[src/rtl/alu_result_collector_if.sv]
// Bundle of the ALU-result capture port, the consumer read port and the status
// outputs of alu_result_collector.
// Optional macro PARITY_CHECK_EN adds the parity_err status signal.
interface alu_result_collector_if #(
   parameter int DATA_W = 8,
   parameter int SEL_W  = 4,
   parameter int DEPTH  = 8,
   parameter int CNT_W  = 8
);
   localparam int OCC_W = $clog2(DEPTH) + 1;

   // Handshakes: an ALU result is offered whenever in_valid is high (there is
   // no back-pressure; it is stored or counted as dropped). A head entry moves
   // to the consumer on any rising clock edge where rd_valid && rd_ready.
   logic              in_valid;
   logic [SEL_W-1:0]  select;
   logic [DATA_W-1:0] out;
   logic              zero;
   logic              carry;
   logic              sign;
   logic              parity;
   logic              overflow;
   logic              rd_ready;
   logic              rd_valid;
   logic [DATA_W-1:0] rd_result;
   logic [SEL_W-1:0]  rd_select;
   logic [4:0]        rd_flags;
   logic [OCC_W-1:0]  count;
   logic              full;
   logic              empty;
   logic              clr_sticky;
   logic [4:0]        sticky_flags;
   logic [CNT_W-1:0]  drop_cnt;
`ifdef PARITY_CHECK_EN
   logic              parity_err;

   modport master (
      output in_valid, select, out, zero, carry, sign, parity, overflow,
      output rd_ready, clr_sticky,
      input  rd_valid, rd_result, rd_select, rd_flags, count, full, empty,
      input  sticky_flags, drop_cnt, parity_err
   );
   modport slave (
      input  in_valid, select, out, zero, carry, sign, parity, overflow,
      input  rd_ready, clr_sticky,
      output rd_valid, rd_result, rd_select, rd_flags, count, full, empty,
      output sticky_flags, drop_cnt, parity_err
   );
`else
   modport master (
      output in_valid, select, out, zero, carry, sign, parity, overflow,
      output rd_ready, clr_sticky,
      input  rd_valid, rd_result, rd_select, rd_flags, count, full, empty,
      input  sticky_flags, drop_cnt
   );
   modport slave (
      input  in_valid, select, out, zero, carry, sign, parity, overflow,
      input  rd_ready, clr_sticky,
      output rd_valid, rd_result, rd_select, rd_flags, count, full, empty,
      output sticky_flags, drop_cnt
   );
`endif
endinterface

[src/rtl/alu_result_collector.sv]
// alu_result_collector: FIFO of ALU results {select, out, flags} drained over a
// valid/ready port, with sticky flag OR and a saturating drop counter.
// Optional macro PARITY_CHECK_EN adds a sticky parity_err check of parity vs ^out.
module alu_result_collector #(
   parameter int DATA_W = 8,
   parameter int SEL_W  = 4,
   parameter int DEPTH  = 8,
   parameter int CNT_W  = 8
) (
   input logic clk,
   input logic rst,
   alu_result_collector_if.slave bus
);
   localparam int PTR_W   = $clog2(DEPTH);
   localparam int OCC_W   = PTR_W + 1;
   localparam int ENTRY_W = SEL_W + DATA_W + 5;
   localparam logic [CNT_W-1:0] DROP_MAX = {CNT_W{1'b1}};

   logic [ENTRY_W-1:0] mem_q [DEPTH];
   logic [PTR_W-1:0]   wr_ptr_q, wr_ptr_d;
   logic [PTR_W-1:0]   rd_ptr_q, rd_ptr_d;
   logic [OCC_W-1:0]   count_q, count_d;
   logic [4:0]         sticky_q, sticky_d;
   logic [CNT_W-1:0]   drop_q, drop_d;
   logic               full, empty, push, pop, drop;
   logic [4:0]         in_flags;
   logic [ENTRY_W-1:0] head;
`ifdef PARITY_CHECK_EN
   logic               perr_q, perr_d;
`endif

   // Handshake decode and next-state of pointers, occupancy and status.
   always_comb begin
      in_flags = {bus.overflow, bus.sign, bus.parity, bus.carry, bus.zero};
      full     = (count_q == OCC_W'(DEPTH));
      empty    = (count_q == '0);
      pop      = !empty && bus.rd_ready;
      push     = bus.in_valid && (!full || pop);
      drop     = bus.in_valid && full && !pop;

      wr_ptr_d = push ? wr_ptr_q + 1'b1 : wr_ptr_q;
      rd_ptr_d = pop  ? rd_ptr_q + 1'b1 : rd_ptr_q;
      count_d  = count_q + OCC_W'(push) - OCC_W'(pop);

      // A clear coinciding with a push/drop keeps that cycle's event.
      sticky_d = bus.clr_sticky ? 5'b0 : sticky_q;
      if (push) sticky_d = sticky_d | in_flags;

      if (bus.clr_sticky)                drop_d = drop ? CNT_W'(1) : '0;
      else if (drop && drop_q != DROP_MAX) drop_d = drop_q + 1'b1;
      else                               drop_d = drop_q;

`ifdef PARITY_CHECK_EN
      perr_d = bus.clr_sticky ? 1'b0 : perr_q;
      if (push && (bus.parity != ^bus.out)) perr_d = 1'b1;
`endif
   end

   // Control and status registers.
   always_ff @(posedge clk) begin
      if (rst) begin
         wr_ptr_q <= '0;
         rd_ptr_q <= '0;
         count_q  <= '0;
         sticky_q <= '0;
         drop_q   <= '0;
`ifdef PARITY_CHECK_EN
         perr_q   <= 1'b0;
`endif
      end else begin
         wr_ptr_q <= wr_ptr_d;
         rd_ptr_q <= rd_ptr_d;
         count_q  <= count_d;
         sticky_q <= sticky_d;
         drop_q   <= drop_d;
`ifdef PARITY_CHECK_EN
         perr_q   <= perr_d;
`endif
      end
   end

   // Entry storage; contents need no reset because reads are masked when empty.
   always_ff @(posedge clk) begin
      if (push) mem_q[wr_ptr_q] <= {bus.select, bus.out, in_flags};
   end

   // Head presentation, forced to zero while the FIFO is empty.
   always_comb begin
      head             = empty ? '0 : mem_q[rd_ptr_q];
      bus.rd_valid     = !empty;
      bus.rd_select    = head[ENTRY_W-1 -: SEL_W];
      bus.rd_result    = head[DATA_W+4 -: DATA_W];
      bus.rd_flags     = head[4:0];
      bus.count        = count_q;
      bus.full         = full;
      bus.empty        = empty;
      bus.sticky_flags = sticky_q;
      bus.drop_cnt     = drop_q;
`ifdef PARITY_CHECK_EN
      bus.parity_err   = perr_q;
`endif
   end
endmodule
[src/flat_wrapper.sv]
// flat-port wrapper written by rule: the top's interface ports become plain ports
module alu_result_collector_flat 
#(
   parameter int DATA_W = 8,
   parameter int SEL_W  = 4,
   parameter int DEPTH  = 8,
   parameter int CNT_W  = 8
)
  (clk, rst, bus_in_valid, bus_select, bus_out, bus_zero, bus_carry, bus_sign, bus_parity, bus_overflow, bus_rd_ready, bus_clr_sticky, bus_rd_valid, bus_rd_result, bus_rd_select, bus_rd_flags, bus_count, bus_full, bus_empty, bus_sticky_flags, bus_drop_cnt);
  alu_result_collector_if #(.DATA_W(DATA_W), .SEL_W(SEL_W), .DEPTH(DEPTH), .CNT_W(CNT_W)) bus_i ();
  input logic clk;
  input logic rst;
  input wire logic [$bits(bus_i.in_valid)-1:0] bus_in_valid;
  input wire logic [$bits(bus_i.select)-1:0] bus_select;
  input wire logic [$bits(bus_i.out)-1:0] bus_out;
  input wire logic [$bits(bus_i.zero)-1:0] bus_zero;
  input wire logic [$bits(bus_i.carry)-1:0] bus_carry;
  input wire logic [$bits(bus_i.sign)-1:0] bus_sign;
  input wire logic [$bits(bus_i.parity)-1:0] bus_parity;
  input wire logic [$bits(bus_i.overflow)-1:0] bus_overflow;
  input wire logic [$bits(bus_i.rd_ready)-1:0] bus_rd_ready;
  input wire logic [$bits(bus_i.clr_sticky)-1:0] bus_clr_sticky;
  output wire logic [$bits(bus_i.rd_valid)-1:0] bus_rd_valid;
  output wire logic [$bits(bus_i.rd_result)-1:0] bus_rd_result;
  output wire logic [$bits(bus_i.rd_select)-1:0] bus_rd_select;
  output wire logic [$bits(bus_i.rd_flags)-1:0] bus_rd_flags;
  output wire logic [$bits(bus_i.count)-1:0] bus_count;
  output wire logic [$bits(bus_i.full)-1:0] bus_full;
  output wire logic [$bits(bus_i.empty)-1:0] bus_empty;
  output wire logic [$bits(bus_i.sticky_flags)-1:0] bus_sticky_flags;
  output wire logic [$bits(bus_i.drop_cnt)-1:0] bus_drop_cnt;
  assign bus_i.in_valid = bus_in_valid;
  assign bus_i.select = bus_select;
  assign bus_i.out = bus_out;
  assign bus_i.zero = bus_zero;
  assign bus_i.carry = bus_carry;
  assign bus_i.sign = bus_sign;
  assign bus_i.parity = bus_parity;
  assign bus_i.overflow = bus_overflow;
  assign bus_i.rd_ready = bus_rd_ready;
  assign bus_i.clr_sticky = bus_clr_sticky;
  assign bus_rd_valid = bus_i.rd_valid;
  assign bus_rd_result = bus_i.rd_result;
  assign bus_rd_select = bus_i.rd_select;
  assign bus_rd_flags = bus_i.rd_flags;
  assign bus_count = bus_i.count;
  assign bus_full = bus_i.full;
  assign bus_empty = bus_i.empty;
  assign bus_sticky_flags = bus_i.sticky_flags;
  assign bus_drop_cnt = bus_i.drop_cnt;
  alu_result_collector #(.DATA_W(DATA_W), .SEL_W(SEL_W), .DEPTH(DEPTH), .CNT_W(CNT_W)) u_core (.clk(clk), .rst(rst), .bus(bus_i));
endmodule
[config.mk]
export PLATFORM = sky130hd
export DESIGN_NAME = alu_result_collector_flat
export DESIGN_NICKNAME = d
export VERILOG_FILES = /design/src/rtl/alu_result_collector_if.sv /design/src/rtl/alu_result_collector.sv /design/src/flat_wrapper.sv
export SDC_FILE = /design/constraint.sdc
export NUM_CORES = 1
export LEC_CHECK = 0
export CAP_MARGIN = 5
export CORE_MARGIN = 2
export CORE_UTILIZATION = 55
export CTS_CLUSTER_DIAMETER = 120
export DETAILED_ROUTE_END_ITERATION = 12
export PLACE_DENSITY = 0.78
export REMOVE_ABC_BUFFERS = 1
export SLEW_MARGIN = 40
export SYNTH_ARGS = -nofsm -noshare
export SYNTH_HDL_FRONTEND = slang
export SYNTH_SLANG_ARGS = --single-unit
[constraint.sdc]
create_clock -name clk -period 3.55 [get_ports clk]
set_clock_uncertainty 0.05 [all_clocks]
set_input_delay 0.71 -clock clk [delete_from_list [all_inputs] [get_ports clk]]
set_output_delay 0.71 -clock clk [all_outputs]
set_load 0.01 [all_outputs]
== Yosys cells after proc, flatten, opt, wreduce, memory -nomap -nowiden ==
Memories as Yosys holds them, arrays and structs flattened. A register that Yosys moved wholly into a read port is not among the register bits.
Cells that the tools add are included.
Storage, ports and cells
  bits in registers: 23
  memory bits (writable): 136
  bits of input ports: 22
  output and inout port bits: 37
  word-level logic and storage cells: 35
  memories kept: 1
Memories
  u_core.mem_q: words 8, bits a word 17, read ports 1, clocked after Yosys merged registers in 1, wr ports 1, RTL line alu_result_collector.sv:19  | logic [ENTRY_W-1:0] mem_q [DEPTH];
Operators by class
  $add $sub $neg: 5
  equality and inequality tests: 2
  mux-type cells: 10
  bitwise operators: 1
  reductions and logical operators: 11
Operators by type and width (count)
  $mux W17: 1
  $mux W8: 2
  $mux W5: 2
  $add A8 B1 Y8 const B: 1
  $ne A8 B8 Y1 const B: 1
  $add A3 B1 Y3 const B: 2
  $mux W3: 2
  $logic_and A1 B1 Y1: 5
  $or A5 B5 Y5: 1
  $add A4 B1 Y4: 1
  $eq A4 B4 Y1 const B: 1
  $logic_not A4 Y1: 1
  $sub A4 B1 Y4: 1
  $logic_not A1 Y1: 3
  $mux W1: 3
  $reduce_bool A2 Y1: 1
  $logic_or A1 B1 Y1: 1

== Logic depth before layout (Yosys ltp) ==
  word-level depth: 8
  depth in mapped cells: 11
  gate-level depth less buffers: 10

== Worst setup path before layout ==
No wires, ideal clock.
  path kind: reg2reg
  start: reg u_core.count_q[2], in the netlist u_core.bus.count[2]
  end: mem u_core.mem_q[0][0] (netlist name) (enable)
  setup time: 0.435 ns
  arrival: 2.692 ns
  required time: 3.065 ns
  path slack: 0.373 ns
  stages on the path, launching flop included: 6
  buffers on the path: 0
  clock period less this slack: 3.177 ns
  path through: dfxtp_1 inv_1 ha_1 or3b_4 o21ai_1 nor4_1
Between the ends
  word-level cells in the longest chain between the ends: 7
  elaborated cells on any way between the ends: 9
  classes of those cells: eq/ne (1); mux (2); reduce/logical (6)
RTL lines
  start, declared: RTL line alu_result_collector.sv:22  | logic [OCC_W-1:0] count_q, count_d;
  start signal, assigned: RTL line alu_result_collector.sv:73  | count_q <= count_d;
  $logic_not A4 Y1: RTL line alu_result_collector.sv:36  | empty = (count_q == '0);
  $logic_not A1 Y1: RTL line alu_result_collector.sv:37  | pop = !empty && bus.rd_ready;
  $logic_and A1 B1 Y1: RTL line alu_result_collector.sv:37
  $logic_or A1 B1 Y1 (*): RTL line alu_result_collector.sv:38  | push = bus.in_valid && (!full || pop);
  $logic_and A1 B1 Y1 (*): RTL line alu_result_collector.sv:38
  $mux W1 (*): RTL line alu_result_collector.sv:84  | if (push) mem_q[wr_ptr_q] <= {bus.select, bus.out, in_flags};
  $mux W1 (not written as such) (*): RTL line alu_result_collector.sv:84
  end, declared: RTL line alu_result_collector.sv:19
Mark *: on every way between the ends. The rest lies on a longest branch, timed or not.

== Worst setup path after layout ==
  start: reg u_core.count_q[2], in the netlist u_core.bus.count[2]
  end: out bus_empty
Between the ends
  word-level cells in the longest chain between the ends: 1
RTL lines
  $logic_not A4 Y1: RTL line alu_result_collector.sv:36
  end, declared: RTL line flat_wrapper.sv:29  | output wire logic [$bits(bus_i.empty)-1:0] bus_empty;
No other way between the ends.

==> out/metrics.cfg <==
[floorplanning]
dieArea_sq_um = 12600
chipWidth_um = 112
core_sq_um = 11400
ios = 59
rows = 39
start_util = 0.563
die_h_um = 112

[sta]
fin_setup_tns_ps = 0
relSlewSlack = 0.610
max_slew.worst_pin.slew_ps = 582
fin_ws_ps = 288
worst_hold_slack_ps = 452
setup_viol = 0
period_minus_slack_ps = 3260
slew_violations = 0
rsz0062_at_grt = no
finalHoldViolations = 0
fmax_mhz = 307
fin_crit_sh = 0.919

[drt]
ant_nets = 0
routed_wirelength_um = 12500
drt_iter0_drc = 276
remaining_drc_errors = 0
vias = 3445
wire_per_inst_um = 20.9
vias_per_cell = 5.77
dr.pass1.iters = 4

[setup_path]
worstPathArrival_ps = 2500
critical_path.slowest_cell = clkdlybuf4s50_1
slowest_delay_ps = 590
worstSetupEndpointType = output pin
critPathMaxFanout = 18
cp-start-kind = flop
crit_chain = inv_1, ha_1, or3b_2, clkinv_1, buf_4, clkdlybuf4s50_1
path_class = reg -> out
worstPathRequired_ps = 2790

[synthesis]
syn_inst = 366
yosysUniqueCellTypes = 46
synth-seq-cells = 162
synth_area_sq_um = 6430
avgSynthCellArea_sq_um = 17.6
yosys_warnings = 0
ys_seq_area_frac = 0.716

[job]
maxCapViolCount = 0

[layout]
layout_commonest_cell = edfxtp_1
multiInputGateArea_sq_um = 1750
diodes = 0
postLayoutCellArea_sq_um = 7820
layout-drive-gt1-share = 0.198
syn_to_final_growth_pct = 21.6
final_cell_mix = edfxtp_1, clkdlybuf4s50_1, nor2_1
fillers = 779
fin_nets = 472
seq_area_sq_um = 4610

[clocking]
cts_sinks = 162
clockBufferDepth = 2
tritoncts = done
path_clk_slew_ps = 60
cts_resized = 0
cts-root-buf = clkbuf_16
cts_made_buffers = 17
clk_latency_ps = 420
postCtsSetupBuffers = 0
ctsHoldBuffers = 0
htree_levels = 4

[global_routing]
grt_usage = 0.215
grt_overflow = 0
grt_pass1_wl_um = 19900
grt_max_degree = 35
antenna_found_initial = 0
grt_pass1_vias = 3670

[placed_design]
dpl.hpwl_um = 7390
place_area_sq_um = 7250
gp_congestion = 0.810
dp_slack_ps = 396
port_buffers = 58

[power_and_ir_drop]
p_total_mw = 5.42
max-vdd-ir-drop_mv = 0.416
power_density_nw_per_um2 = 693
leakage_nw = 2.54

[worst_hold_path]
hp-class = reg -> reg

[status]
status = complete, no violations

==> cell usage after synthesis (all sizes together) <==
cell type	number	share of area
o21bai	1	0.0012
nor2b	9	0.0088
or3b	2	0.0031
a21oi	17	0.013
o21ai	4	0.0031
fa	1	0.0031
a21o	1	0.0012
inv	6	0.0035
edfxtp	136	0.64
nand2b	3	0.0029
nand2	10	0.0058
o31a	1	0.0014
clkbuf	4	0.0025
o21a	1	0.0012
clkinv	2	0.0014
nor4	2	0.0019
a2111o	1	0.0018
or3	1	0.00097
a31o	1	0.0014
buf	11	0.0091
dfxtp	26	0.081
o31ai	1	0.0012
and4	1	0.0014
nand4	2	0.0043
xor2	3	0.0041
a311oi	2	0.0027
nor2	37	0.022
or2	2	0.0019
mux4	34	0.12
ha	8	0.016
nand3	8	0.0062
and3	2	0.0019
mux2i	17	0.026
xnor2	3	0.0041
nor3	4	0.0031
o311a	1	0.0016
o211ai	1	0.0012
==> logic make-up (layout without fill, tap and decap cells) <==
logic type / Yosys count / count (layout) / synth area share
buffers and inverters: 23 / 111 / 0.0165
flip-flops: 162 / 162 / 0.716
AO/OA/AOI/OAI: 32 / 32 / 0.0309
multiplexers: 51 / 51 / 0.146
adder cells (fa/ha/maj): 9 / 9 / 0.0187
XOR/XNOR: 6 / 6 / 0.00817
AND/OR/NAND/NOR: 83 / 83 / 0.0640
==> critical path: cells and delay by family (launching register included) <==
kind,cells,cell delay [ps]
flops,1,320
simple gates,1,520
fa+ha+maj,1,220
buf+inv,4,1020
==> layer usage <==
metal | global-route usage | vias up | routed length, um
li1 | - | 1586 | -
met1 | 0.279 | 1747 | 5170
met2 | 0.358 | 105 | 6470
met3 | 0.0599 | 7 | 718
met4 | 0.0683 | 0 | 129
met5 | 0 | - | 0
==> state kept, by name, indices dropped and copies added (netlist names), named ones only <==
signal	count
u_core.bus.count	4
u_core.bus.drop_cnt	8
u_core.bus.sticky_flags	5
u_core.mem_q	136
u_core.rd_ptr_q	3
u_core.wr_ptr_q	3
==> final cells by class <==
cell class,count,share of cell area
Clock buffer,18,0.0549
Clock inverter,14,0.0181
Inverter,8,0.00400
Multi-Input combinational cell,181,0.223
Sequential cell,162,0.589
Tap cell,143,0.0229
Timing Repair Buffer,71,0.0877
==> where the power goes <==
| part | leakage, nW | internal, mW | switching, mW |
|---|---|---|---|
| registers | 1.45 | 2.20 | 0.0633 |
| logic | 0.819 | 0.752 | 0.670 |
| clock network | 0.276 | 1.03 | 0.703 |
| total | 2.54 | 3.98 | 1.44 |
==> metrics by stage <==
step | cells | utilization
finish | 597 | 0.685
floorplan | 351 | -
global route | 597 | 0.685
global placement | 565 | 0.635
detailed placement | 565 | 0.635
CTS | 597 | 0.685
==> final timing paths <==
path,slack (ps),startpoint,depth (start not counted),to
setup / recovery,290,u_core.bus.count[2]$_SDFF_PP0_,6,bus_empty
hold / removal,450,u_core.rd_ptr_q[1]$_SDFFE_PP0P_,2,flop
setup reg to reg,830,u_core.bus.count[2]$_SDFF_PP0_,9,u_core.bus.count[2]$_SDFF_PP0_
hold reg to reg,450,u_core.rd_ptr_q[1]$_SDFFE_PP0P_,2,flop
No activity file was read; power rests on OpenSTA's default activity.
